<file path="src/rtl/pc_sequencer_if.sv">
// pc_sequencer_if: fetch handshake, commit controls and PC status between sequencer and datapath.
interface pc_sequencer_if;
  logic        fetch_req;
  logic [31:0] fetch_addr;
  logic        fetch_ack;
  logic        instr_valid;
  logic        commit;
  logic        br_taken;
  logic [15:0] br_imm;
  logic        jmp;
  logic [25:0] jmp_target;
  logic        jr;
  logic [31:0] jr_addr;
  logic        halt;
  logic [31:0] pc;
  logic [31:0] pc_plus4;
  logic [1:0]  state;
  logic        trap;
  modport master (
    output fetch_req, fetch_addr, instr_valid, pc, pc_plus4, state, trap,
    input  fetch_ack, commit, br_taken, br_imm, jmp, jmp_target, jr, jr_addr, halt
  );
  modport slave (
    input  fetch_req, fetch_addr, instr_valid, pc, pc_plus4, state, trap,
    output fetch_ack, commit, br_taken, br_imm, jmp, jmp_target, jr, jr_addr, halt
  );
endinterface

</file>
<file path="src/rtl/pc_sequencer.sv">
// pc_sequencer: fetch/execute PC sequencer with branch, jump, jump-register and halt.
// Define PC_SEQUENCER_MISALIGN_TRAP_EN to trap misaligned jump-register targets to TRAP_VECTOR.
module pc_sequencer #(
  parameter logic [31:0] RESET_VECTOR = 32'h0000_0000,
  parameter logic [31:0] TRAP_VECTOR  = 32'h0000_0080
) (
  input logic           clk,
  input logic           rst_n,
  pc_sequencer_if.master bus
);
  typedef enum logic [1:0] {IDLE = 2'd0, FETCH = 2'd1, EXEC = 2'd2, HALTED = 2'd3} state_t;
  state_t      cur, nxt;
  logic [31:0] pc_q, seq_pc, br_pc, jmp_pc, jr_pc, next_pc;
  logic        take;
  assign seq_pc = pc_q + 32'd4;
  assign br_pc  = seq_pc + {{14{bus.br_imm[15]}}, bus.br_imm, 2'b00};
  assign jmp_pc = {seq_pc[31:28], bus.jmp_target, 2'b00};
  assign take   = (cur == EXEC) && bus.commit;
`ifdef PC_SEQUENCER_MISALIGN_TRAP_EN
  logic trap_q, jr_trap;
  assign jr_trap = bus.jr && (bus.jr_addr[1:0] != 2'b00);
  assign jr_pc   = jr_trap ? TRAP_VECTOR : bus.jr_addr;
  always_ff @(posedge clk)
    if (!rst_n) trap_q <= 1'b0;
    else        trap_q <= take && jr_trap;
  assign bus.trap = trap_q;
`else
  logic unused_trap;
  assign unused_trap = ^{bus.jr_addr[1:0], TRAP_VECTOR};
  assign jr_pc    = {bus.jr_addr[31:2], 2'b00};
  assign bus.trap = 1'b0;
`endif
  assign next_pc = bus.jr ? jr_pc : bus.jmp ? jmp_pc : bus.br_taken ? br_pc : seq_pc;
  always_ff @(posedge clk)
    if (!rst_n) begin
      cur  <= IDLE;
      pc_q <= RESET_VECTOR;
    end else begin
      cur <= nxt;
      if (take) pc_q <= next_pc;
    end
  always_comb begin
    nxt = cur;
    case (cur)
      IDLE:    nxt = FETCH;
      FETCH:   nxt = bus.fetch_ack ? EXEC : FETCH;
      EXEC:    nxt = !bus.commit ? EXEC : bus.halt ? HALTED : FETCH;
      default: nxt = HALTED;
    endcase
  end
  assign bus.fetch_req   = (cur == FETCH);
  assign bus.instr_valid = (cur == EXEC);
  assign bus.fetch_addr  = pc_q;
  assign bus.pc          = pc_q;
  assign bus.pc_plus4    = seq_pc;
  assign bus.state       = cur;
endmodule

</file>
<file path="src/flat_wrapper.sv">
// flat-port wrapper written by rule: the top's interface ports become plain ports
module pc_sequencer_flat 
#(
  parameter logic [31:0] RESET_VECTOR = 32'h0000_0000,
  parameter logic [31:0] TRAP_VECTOR  = 32'h0000_0080
)
  (clk, rst_n, bus_fetch_req, bus_fetch_addr, bus_instr_valid, bus_pc, bus_pc_plus4, bus_state, bus_trap, bus_fetch_ack, bus_commit, bus_br_taken, bus_br_imm, bus_jmp, bus_jmp_target, bus_jr, bus_jr_addr, bus_halt);
  pc_sequencer_if bus_i ();
  input logic clk;
  input logic rst_n;
  output wire logic [$bits(bus_i.fetch_req)-1:0] bus_fetch_req;
  output wire logic [$bits(bus_i.fetch_addr)-1:0] bus_fetch_addr;
  output wire logic [$bits(bus_i.instr_valid)-1:0] bus_instr_valid;
  output wire logic [$bits(bus_i.pc)-1:0] bus_pc;
  output wire logic [$bits(bus_i.pc_plus4)-1:0] bus_pc_plus4;
  output wire logic [$bits(bus_i.state)-1:0] bus_state;
  output wire logic [$bits(bus_i.trap)-1:0] bus_trap;
  input wire logic [$bits(bus_i.fetch_ack)-1:0] bus_fetch_ack;
  input wire logic [$bits(bus_i.commit)-1:0] bus_commit;
  input wire logic [$bits(bus_i.br_taken)-1:0] bus_br_taken;
  input wire logic [$bits(bus_i.br_imm)-1:0] bus_br_imm;
  input wire logic [$bits(bus_i.jmp)-1:0] bus_jmp;
  input wire logic [$bits(bus_i.jmp_target)-1:0] bus_jmp_target;
  input wire logic [$bits(bus_i.jr)-1:0] bus_jr;
  input wire logic [$bits(bus_i.jr_addr)-1:0] bus_jr_addr;
  input wire logic [$bits(bus_i.halt)-1:0] bus_halt;
  assign bus_fetch_req = bus_i.fetch_req;
  assign bus_fetch_addr = bus_i.fetch_addr;
  assign bus_instr_valid = bus_i.instr_valid;
  assign bus_pc = bus_i.pc;
  assign bus_pc_plus4 = bus_i.pc_plus4;
  assign bus_state = bus_i.state;
  assign bus_trap = bus_i.trap;
  assign bus_i.fetch_ack = bus_fetch_ack;
  assign bus_i.commit = bus_commit;
  assign bus_i.br_taken = bus_br_taken;
  assign bus_i.br_imm = bus_br_imm;
  assign bus_i.jmp = bus_jmp;
  assign bus_i.jmp_target = bus_jmp_target;
  assign bus_i.jr = bus_jr;
  assign bus_i.jr_addr = bus_jr_addr;
  assign bus_i.halt = bus_halt;
  pc_sequencer #(.RESET_VECTOR(RESET_VECTOR), .TRAP_VECTOR(TRAP_VECTOR)) u_core (.clk(clk), .rst_n(rst_n), .bus(bus_i));
endmodule
</file>
<file path="config.mk">
export PLATFORM = sky130hd
export DESIGN_NAME = pc_sequencer_flat
export DESIGN_NICKNAME = d
export VERILOG_FILES = /design/src/rtl/pc_sequencer_if.sv /design/src/rtl/pc_sequencer.sv /design/src/flat_wrapper.sv
export SDC_FILE = /design/constraint.sdc
export NUM_CORES = 1
export LEC_CHECK = 0
export BUFFER_PORTS_ARGS = -buffer_cell sky130_fd_sc_hd__buf_2
export CAP_MARGIN = 15
export CORE_ASPECT_RATIO = 0.6
export CORE_MARGIN = 10
export CORE_UTILIZATION = 45
export CTS_BUF_LIST = sky130_fd_sc_hd__clkbuf_8 sky130_fd_sc_hd__clkbuf_16
export DETAILED_ROUTE_END_ITERATION = 8
export GPL_TIMING_DRIVEN = 1
export PLACE_DENSITY = 0.75
export SYNTH_ARGS = -nofsm -noshare
export SYNTH_HDL_FRONTEND = slang
export SYNTH_SLANG_ARGS = --single-unit
export TNS_END_PERCENT = 5
</file>
<file path="constraint.sdc">
create_clock -name clk -period 4.2 [get_ports clk]
set_input_delay 0.84 -clock clk [delete_from_list [all_inputs] [get_ports clk]]
set_output_delay 0.84 -clock clk [all_outputs]
set_load 0.02 [all_outputs]
</file>
### Word-level counts from Yosys, hierarchy flattened

Index checks and enable logic that the tools add are counted.

| operators by class | value |
|---|---|
| add/sub/neg operators | 2 |
| eq/ne operators | 2 |
| reduce and logical (&&, ||, !) cells | 2 |
| muxes and demuxes | 7 |

Operator list:

| kind | number |
|---|---|
| $mux 32 | 3 |
| $add 32x3->32 const B | 1 |
| $add 32x32->32 | 1 |
| $mux 2 | 3 |
| $pmux 2 s3 | 1 |
| $eq 2x1->1 const B | 1 |
| $eq 2x2->1 const B | 1 |
| $logic_not 2->1 | 1 |
| $logic_and 1x1->1 | 1 |

| word-level totals | value |
|---|---|
| output and inout port bits | 101 |
| logic and storage cells | 15 |
| register bits after elaboration | 34 |

### Depth between registers and ports, before layout

| depth | value |
|---|---|
| word-level depth | 5 |
| mapped depth | 15 |
| gate-level depth less buffers | 14 |

### Worst setup path before layout

Ideal clock, no wire load.

| path | value |
|---|---|
| path type | reg2reg |
| start | register u_core.pc_q[2] (netlist: u_core.bus.fetch_addr[2]) |
| end | register u_core.pc_q[29] (netlist: u_core.bus.fetch_addr[29]) |
| buffers on the path | 1 |
| period minus slack after synthesis | 3,939 ps |
| library setup time | 115 ps |
| cell stages (with the launch flop) | 16 |
| arrival | 3,824 ps |
| slack | 261 ps |
| cell sequence | dfxtp_1 -> ha_1 -> nand4_1 -> or2_2 -> nor4_2 -> xor2_1 -> ha_1 -> buf_6 -> a21o_1 -> a21oi_1 -> o21ai_0 -> a41o_2 -> a211o_1 -> a311oi_1 -> o22ai_1 -> and2_1 |

| between the ends | value |
|---|---|
| cells in the longest elaborated chain, start to end | 5 |

RTL lines:

| element | line | text |
|---|---|---|
| start, declared | pc_sequencer.sv:13 | `logic [31:0] pc_q, seq_pc, br_pc, jmp_pc, jr_pc, next_pc;` |
| start signal, assigned | pc_sequencer.sv:40 | `if (take) pc_q <= next_pc;` |
| $add 32x3->32 | pc_sequencer.sv:15 | `assign seq_pc = pc_q + 32'd4;` |
| net bus_pc_plus4[22] | flat_wrapper.sv:15 | `output wire logic [$bits(bus_i.pc_plus4)-1:0] bus_pc_plus4;` |
| $add 32x32->32 | pc_sequencer.sv:16 | `assign br_pc = seq_pc + {{14{bus.br_imm[15]}}, bus.br_imm, 2'b00};` |
| $mux 32 (3 in a row) | pc_sequencer.sv:33 | `assign next_pc = bus.jr ? jr_pc : bus.jmp ? jmp_pc : bus.br_taken ? br_pc : seq_pc;` |

The timed path passes the listed nets, and every way through them passes these cells.
A chain may end at the register's enable or synchronous reset.

### Final worst setup path

| path | value |
|---|---|
| start | register u_core.pc_q[3] (netlist: u_core.bus.fetch_addr[3]) |
| end | register u_core.pc_q[29] (netlist: u_core.bus.fetch_addr[29]) |

| between the ends | value |
|---|---|
| cells in the longest elaborated chain, start to end | 5 |

RTL lines:

| element | line |
|---|---|
| $add 32x3->32 * | pc_sequencer.sv:15 |
| $add 32x32->32 | pc_sequencer.sv:16 |
| $mux 32 | pc_sequencer.sv:33 |
| $mux 32 * (2 in a row) | pc_sequencer.sv:33 |

Every way passes the cells marked *; elsewhere a longest branch is shown, timed or not.

==> summary.md <==
| Metric | Value |
|---|---|
| Worst EP arrival | `4.10 ns` |
| Worst-skew pair later-pin latency | `slightly below 0.3 ns` |
| RSZ-0062 raised after global routing | `no` |
| Yosys warning count | `0` |
| Hold EP | `u_core.bus.state[1]` |
| Largest net degree at the start of global routing | `46` |
| Pre-antenna DRT Iters | `5` |
| Routed via count | `about 5.5k` |
| Worst flop-to-flop path endpoint | `u_core.bus.fetch_addr[29]` |
| Min-Delay Path Class | `reg -> reg` |
| Design Area, Final | `5520 um^2` |
| Minimum clock period | `3.92 ns` |
| Comb pwr share | `between 30 and 40%` |
| Top FF cell, synth | `dfxtp_1` |
| Initial Util | `a little under half` |
| DIE AREA | `between 10000 and 15000 um^2` |
| Worst-case vdd ir drop | `approximately 0.00015 V` |
| Switch Pwr | `453 uW` |
| Internal | `about 750 uW` |
| Initial antenna violation count | `0` |
| Sequential area share after synthesis | `around 14%` |
| Synth top area share | `14.1%` |
| Fmax | `around 0.26 GHz` |
| Setup TNS | `0 ns` |
| Avg Inst Size Synth | `7.39 um^2` |
| Placed cells | `~890` |
| Hold path depth | `2` |
| Initial DRC count | `around 570` |
| Switching share of power | `37.6%` |
| CTS tree | `yes` |
| Core Region | `just under 10000 um^2` |
| RePlAce Congestion | `a little over 0.9` |
| Synth area leaders | `dfxtp_1, ha_1, a21oi_1` |
| Port buffer count | `between 150 and 200` |
| H-Tree Depth | `2` |
| Critical Path RT | `approximately 4.4 ns` |
| Final Hold Fails | `0` |
| Chip height | `between 90 and 100 um` |
| Register bit count reported by yosys | `32` |
| Worst-path clk slew | `roughly 0.06 ns` |
| Netlist cell types | `76` |
| Critical path origin | `u_core.bus.fetch_addr[3]` |
| Synth area leader | `dfxtp_1` |
| Area grow syn2layout | `21.3%` |
| Number of vias per cell | `6.07` |
| Synthesized area | `~4600 um^2` |
| FF-to-FF Start | `u_core.bus.fetch_addr[3]` |
| Share of layout cells above drive strength 1 | `a little under a third` |
| Clock power frac | `between 30% and 40%` |
| Pleak | `roughly 0.0028 uW` |
| # setup viols final | `0` |
| # rows | `28` |
| Gr ovfl total | `0` |
| CTS Buffer Depth | `2` |
| Post-route ant nets | `0` |
| Skew final | `around 0.0063 ns` |
| Total track usage | `between 20% and 30%` |
| Cells after Synth | `between 600 and 700` |
| Async set or reset register ratio after synthesis | `0%` |
| Fin util | `55.9%` |
| CP endpoint kind | `flip-flop` |
| Sequential power share | `between 20% and 30%` |
| Most common cell after layout, fill and taps aside | `buf_2` |
| Power per Cell Area | `218 nW/um^2` |
| Final Max Tran Viols | `0` |
| Tcrit/Tclk final | `between 90 and 100%` |
| Cells on worst reg2reg path | `14` |
| Worst hold slack | `between 0.5 and 0.6 ns` |
| First-pass GRT wire length | `between 20000 and 30000 um` |
| Routed wire length per instance | `between 20 and 25 um` |
| Startpoint Class | `flip-flop` |
| Number of synthesized flops with an enable pin | `0` |
| Worst-margin pin slew | `around 0.95 ns` |
| CP Class | `reg -> reg` |
| IO Count | `roughly 180` |
| CTS Buf Count | `5` |
| Final #Nets | `881` |
| Most frequent cells in the layout | `buf_2, nor2_1, a21oi_1, nand2_1, o21ai_0` |
| Placed Area | `between 5000 and 6000 um^2` |
| Routed WL | `around 19000 um` |
| Non-Filler Instances | `between 800 and 900` |
| Clock sinks | `32` |
| Vias in the first global route | `~5.2k` |
| Residual DRC | `0` |
| Die width | `~150 um` |
| Diodes inserted | `0` |
| CP max FO | `8` |
| Hold path start | `u_core.bus.state[0]` |
| Slew headroom | `between 30% and 40%` |
| FF-to-FF setup slack | `0.28 ns` |
| MaxCap Viol Count | `0` |
| Status | `complete, no violations` |
| Hpwl dp | `about 15000 um` |
| Root buffer cell | `clkbuf_16` |
cell type report:
cell class	instances	area (um^2)
clock buffers	5	125
repair buffers	197	1050
flip-flops and latches	32	642
inverters	19	71.3
multi-input cells	507	3430
clock inverters	3	38.8
well taps	135	169
fillers	976	4360
cells in the mapped netlist, types with 7 or more instances:
| master | instances |
|---|---|
| a211o_1 | 7 |
| nand4_1 | 15 |
| a211oi_1 | 9 |
| clkbuf_1 | 18 |
| o22ai_1 | 9 |
| nor2_1 | 58 |
| o21ai_0 | 43 |
| mux2i_1 | 9 |
| buf_4 | 37 |
| nand3_1 | 12 |
| o211ai_1 | 14 |
| and3_1 | 11 |
| a311oi_1 | 8 |
| nand2_1 | 45 |
| or3_1 | 7 |
| xnor2_1 | 27 |
| and2_1 | 7 |
| ha_1 | 36 |
| a21oi_1 | 57 |
| xor2_1 | 13 |
| nor3_1 | 9 |
| inv_1 | 18 |
| a21o_1 | 16 |
| o21ai_1 | 7 |
| dfxtp_1 | 32 |
metal layers:
layer,track usage (%),wire length (um),up-vias
li1,-,-,2534
met1,34.9,8510,2541
met2,35.4,7870,357
met3,7.93,2650,20
met4,3.94,167,0
met5,0,0,-
registers in the layout, summed over array words and instances (netlist names):
signal / count
u_core.bus.fetch_addr: 30
u_core.bus.state: 2
kinds of logic (layout without fill, tap and decap cells):
family	after synthesis	count (layout)	share of synthesized area, %
mux	9	9	1.98
simple gates	191	191	21.8
buf+inv	83	224	11.2
fa+ha+maj	37	37	10.3
xor+xnor	40	40	7.70
other cells	1	7	0.0824
compound gates	223	223	32.8
flops	32	32	14.1
per-stage QoR:
step	worst slack, ns	total power (uW)
6_report	0.283	1210
5_1_grt	0.00484	1260
4_1_cts	0.239	1200
3_5_place_dp	0.285	758
3_3_place_gp	0.332	751
2_1_floorplan	0.261	628
repair_timing:
| action | CTS | global route |
|---|---|---|
| buffers inserted | 0 | 3 |
| resized for setup | 0 | 3 |
| hold buffers | 0 | 0 |
| setup endpoints to repair | 0 | 3 |
power groups by stage:
stage	clock network, uW	registers (uW)	logic, uW
after detailed placement	0	339	419
after global placement	0	337	414
after floorplan	0	351	277
final	444	333	430
after CTS	442	332	422
after global routing	453	335	467
worst max-delay path by stage:
stage	end	slack (ns)	depth (start not counted)
finish	u_core.bus.fetch_addr[29]	0.28	14
global placement	u_core.bus.fetch_addr[29]	0.33	14
floorplan	u_core.bus.fetch_addr[29]	0.26	15
global route	u_core.bus.fetch_addr[29]	0.005	14
detailed placement	u_core.bus.fetch_addr[29]	0.29	14
CTS	u_core.bus.fetch_addr[29]	0.24	14
worst max-delay path, cell delays in order, from the launching register on:
cell      delay, ns
dfxtp_2        0.38
ha_2           0.23
nand4_1        0.15
or2_2          0.43
nor4_2         0.30
xor2_1         0.27
ha_2           0.39
a21o_1         0.19
a21oi_1        0.20
o21ai_0        0.11
a41o_2         0.30
a211o_1        0.28
a311oi_1       0.27
o22ai_1        0.12
and2_1         0.18
(Power assumes the default switching activity.)
